### config.mk
export PLATFORM = sky130hd
export DESIGN_NAME = demux_1x16_flat
export DESIGN_NICKNAME = d
export VERILOG_FILES = /design/src/rtl/demux_1x16_if.sv /design/src/rtl/demux_1x16.sv /design/src/flat_wrapper.sv
export SDC_FILE = /design/constraint.sdc
export NUM_CORES = 1
export LEC_CHECK = 0
export ABC_AREA = 1
export CORE_MARGIN = 2
export CORE_UTILIZATION = 41
export CTS_BUF_LIST = sky130_fd_sc_hd__clkbuf_8
export DETAILED_ROUTE_END_ITERATION = 8
export GPL_ROUTABILITY_DRIVEN = 0
export PLACE_DENSITY = 0.8
export REMOVE_ABC_BUFFERS = 1
export SYNTH_ARGS = -nofsm -noshare
export SYNTH_HDL_FRONTEND = slang
export SYNTH_SLANG_ARGS = --single-unit
### constraint.sdc
create_clock -name clk -period 0.8 [get_ports clk]
set_clock_uncertainty 0.05 [all_clocks]
set_input_delay 0.16 -clock clk [delete_from_list [all_inputs] [get_ports clk]]
set_output_delay 0.16 -clock clk [all_outputs]
set_load 0.02 [all_outputs]
### src/rtl/demux_1x16_if.sv
// demux_1x16_if: routing bus between a data source and the 1-to-16 demux
interface demux_1x16_if #(parameter int DATA_W = 1);
  logic [DATA_W-1:0] in;
  logic [3:0] sel;
  logic en;
  logic [16*DATA_W-1:0] out;
  logic out_valid;
  logic [3:0] sel_q;
  modport master(output in, sel, en, input out, out_valid, sel_q);
  modport slave(input in, sel, en, output out, out_valid, sel_q);
endinterface

### src/rtl/demux_1x16.sv
// demux_1x16: registered 1-to-16 lane demultiplexer, one-cycle latency
module demux_1x16 #(parameter int DATA_W = 1) (
  input logic clk,
  input logic rst,
  demux_1x16_if.slave bus
);
  logic [16*DATA_W-1:0] route;
  always_comb route = bus.en ? ({{(15*DATA_W){1'b0}}, bus.in} << (bus.sel * DATA_W)) : '0;
  always_ff @(posedge clk)
    if (rst) begin
      bus.out <= '0;
      bus.out_valid <= 1'b0;
      bus.sel_q <= 4'd0;
    end else begin
      bus.out <= route;
      bus.out_valid <= bus.en;
      if (bus.en) bus.sel_q <= bus.sel;
    end
endmodule

### src/flat_wrapper.sv
// flat-port wrapper written by rule: the top's interface ports become plain ports
module demux_1x16_flat 
#(parameter int DATA_W = 1)
  (clk, rst, bus_in, bus_sel, bus_en, bus_out, bus_out_valid, bus_sel_q);
  demux_1x16_if #(.DATA_W(DATA_W)) bus_i ();
  input logic clk;
  input logic rst;
  input wire logic [$bits(bus_i.in)-1:0] bus_in;
  input wire logic [$bits(bus_i.sel)-1:0] bus_sel;
  input wire logic [$bits(bus_i.en)-1:0] bus_en;
  output wire logic [$bits(bus_i.out)-1:0] bus_out;
  output wire logic [$bits(bus_i.out_valid)-1:0] bus_out_valid;
  output wire logic [$bits(bus_i.sel_q)-1:0] bus_sel_q;
  assign bus_i.in = bus_in;
  assign bus_i.sel = bus_sel;
  assign bus_i.en = bus_en;
  assign bus_out = bus_i.out;
  assign bus_out_valid = bus_i.out_valid;
  assign bus_sel_q = bus_i.sel_q;
  demux_1x16 #(.DATA_W(DATA_W)) u_core (.clk(clk), .rst(rst), .bus(bus_i));
endmodule
==> impl_metrics.sql, run 1 <==
INSERT INTO impl_metrics (metric_group, metric, value, unit) VALUES
('global_routing', 'grt_util_all_layers', '0.174', ''),
('clocking', 'cts.root.buffer_cell', 'sky130_fd_sc_hd__clkbuf_8', ''),
('critical_path', 'r2r_start', 'u_core.bus.sel_q[3]', ''),
('clocking', 'cts.path.max_buffers', '2', ''),
('layout', 'drive_above_1_share', '0.632', ''),
('outcome', 'run_status', 'finished, violations left', ''),
('clocking', 'tritoncts_num_sinks', '21', ''),
('timing', 'finalSetupViolCount', '22', ''),
('placement', 'place_inst', '114', ''),
('timing', 'grt_setup_unrepaired', 'true', ''),
('critical_path', 'setup.worst_path.end', 'bus_sel_q[0]', ''),
('synth', 'avgSynthCellArea', '9.66', 'sq um'),
('timing', 'worst_hold_slack', '0.323', 'ns'),
('critical_path', 'timing.critical_path.from', 'u_core.bus.sel_q[0]', ''),
('global_routing', 'grt_pass1_vias', '548', ''),
('critical_path', 'worst-r2r-cell-count', '4', ''),
('critical_path', 'cp.buffers_inverters', '1', ''),
('critical_path', 'cp_top_family', 'flip-flops', ''),
('synth', 'post-synth-top-area-cell', 'sky130_fd_sc_hd__dfxtp_1', ''),
('timing', 'post-route-worst-setup-slack', '-0.111', 'ns'),
('global_routing', 'grt-ovfl-total', '0', ''),
('global_routing', 'wire_length_of_the_first_global_routing_pass', '2.34', 'mm'),
('synth', 'synth_seq_cells', '21', ''),
('synth', 'synthTopCellsByArea', 'sky130_fd_sc_hd__dfxtp_1 (67%), sky130_fd_sc_hd__nor2_1 (10%), sky130_fd_sc_hd__nand2_1 (4.2%)', ''),
('routing', 'vias', '575', ''),
('layout', 'synthToLayoutAreaGrowth', '76.5', '%'),
('global_routing', 'largest_net_degree_at_the_start_of_global_routing', '12', ''),
('layout', 'fillerInstances', '120', ''),
('timing', 'min_period_over_period', '1.14', ''),
('clocking', 'clkLatencyLatePin', '0.25', 'ns'),
('critical_path', 'regToRegSetupSlack', '-0.02', 'ns'),
('pwr', 'vdd_drop_max', '0.00121', 'V'),
('critical_path', 'critical_path.slowest_cell', 'sky130_fd_sc_hd__dfxtp_2', ''),
('routing', 'via_per_inst', '4.71', ''),
('critical_path', 'timing.critical_path.to_type', 'output pin', ''),
('outcome', 'violated_checks', 'negative setup slack', ''),
('clocking', 'cts-htree-levels', '1', ''),
('global_routing', 'initial_antenna_violation_count', '0', ''),
('timing', 'finalMaxSlewViolations', '0', ''),
('clocking', 'tritoncts_clock_tree', 'built', ''),
('timing', 'final.setup.tns', '-2.10', 'ns'),
('floorplan', 'core_region_area', '1470', 'sq um'),
('placement', 'port_buffers', '28', ''),
('timing', 'layout_min_cycle_time', '0.911', 'ns'),
('layout', 'layout.nets', '115', ''),
('floorplan', 'die_boundary_height', '43.1', 'microns'),
('synth', 'synth.yosys.seq_area_share', '0.669', ''),
('floorplan', 'fp.dieArea', '1860', 'sq um'),
('layout', 'layout.cells.most_common_list', 'sky130_fd_sc_hd__buf_6 (21), sky130_fd_sc_hd__dfxtp_2 (21), sky130_fd_sc_hd__nor2_1 (14)', ''),
('clocking', 'cts_inserted_buffers', '3', ''),
('synth', 'yosys_warnings', '0', ''),
('pwr', 'power.static_leakage', '0.000494', 'uW'),
('critical_path', 'worst-path-max-fanout', '2', ''),
('pwr', 'report.power.total', '1930', 'uW'),
('floorplan', 'core.rowCount', '14', ''),
('floorplan', 'initial_core_util', '0.427', ''),
('placement', 'postPlaceCellArea', '966', 'sq um'),
('routing', 'post-route-drc-count', '0', ''),
('routing', 'route.final.wire_length', '1.41', 'mm'),
('layout', 'post-route-cell-area', '1110', 'sq um'),
('pwr', 'cellPowerDensity', '1740', 'nW/um^2'),
('timing', 'slew-limit-headroom', '0.810', ''),
('critical_path', 'setup.worst_path.class', 'flip-flop to output pin', ''),
('placement', 'dp.final_hpwl', '981', 'microns'),
('critical_path', 'crit_chain', 'buf_6', ''),
('critical_path', 'timing.critical_path.required', '0.59', 'ns'),
('flow_run', 'max-cap-violations', '0', ''),
('layout', 'final_cell_count_no_fill', '122', ''),
('routing', 'ant_nets', '0', ''),
('synth', 'synth.cell_area', '628', 'sq um'),
('timing', 'worstMarginPinSlew', '0.285', 'ns');
-- synth_stat cells --
cell type / number
sky130_fd_sc_hd__a21oi_1: 3
sky130_fd_sc_hd__dfxtp_1: 21
sky130_fd_sc_hd__inv_1: 4
sky130_fd_sc_hd__inv_2: 1
sky130_fd_sc_hd__nand2_1: 7
sky130_fd_sc_hd__nand2_4: 2
sky130_fd_sc_hd__nand3_1: 4
sky130_fd_sc_hd__nand4_1: 4
sky130_fd_sc_hd__nor2_1: 17
sky130_fd_sc_hd__nor2_4: 1
sky130_fd_sc_hd__o21ai_0: 1
-- registers in the layout (all words and copies together), names as in the netlist --
signal                cells
u_core.bus.out           16
u_core.bus.sel_q          4
u_core.bus.out_valid      1
-- area by class of cell --
cell class              count  area, sq um  area share
flip-flops and latches     21          447       0.403
repair buffers             36          358       0.323
multi-input cells          40          220       0.199
clock buffers               3         41.3      0.0372
well taps                  16         20.0      0.0181
inverters                   5         18.8      0.0169
clock inverters             1         3.75     0.00339
-- layer usage --
layer  share of wire  vias to the layer above  track usage
li1                -                      293            -
met1            0.40                      261        0.198
met2            0.52                       19        0.290
met3           0.061                        2       0.0511
met4           0.011                        0       0.0909
met5               0                        -            0
-- per-stage QoR --
step | setup WS [ns] | utilization
after floorplan | 0.0809 | -
after global placement | -0.406 | 0.656
after detailed placement | -0.455 | 0.656
after CTS | -0.116 | 0.746
after global routing | -0.144 | 0.753
final | -0.111 | 0.753
-- cell families (layout without fill, tap and decap cells) --
logic type,after synthesis,after routing,synth area share
flops,21,21,0.669
compound gates,4,4,0.0319
simple gates,35,36,0.269
buf+inv,5,45,0.0299
-- where the power goes --
group	switching, uW	total [uW]	internal (uW)
Clock	297	637	341
Sequential	10.6	1080	1070
Combinational	115	214	99.2
Total	422	1930	1510
-- repair_timing --
item	CTS	global route
endpoints found under the setup margin	41	24
setup buffers	2	1
cloned	1	0
resized for setup	161	4
pin swaps	9	1
-- worst min path at each step --
stage,start,endpoint,slack (ns),cells past startpoint
6_report,rst,u_core.bus.sel_q[0],0.32,3
5_1_grt,bus_sel[3],u_core.bus.out[13],0.34,3
4_1_cts,bus_sel[0],u_core.bus.out[14],0.32,4
3_5_place_dp,u_core.bus.sel_q[0],u_core.bus.sel_q[0],0.41,2
3_3_place_gp,u_core.bus.sel_q[1],u_core.bus.sel_q[1],0.40,2
2_1_floorplan,rst,u_core.bus.sel_q[0],0.18,1
Power figures use the tool's default switching activity.
==> run 2: changes to the inputs <==
CTS_CLUSTER_SIZE = 30   (was not set)
==> results of run 2 <==
The final DEF is identical to that of run 1; final timing and power are the same.
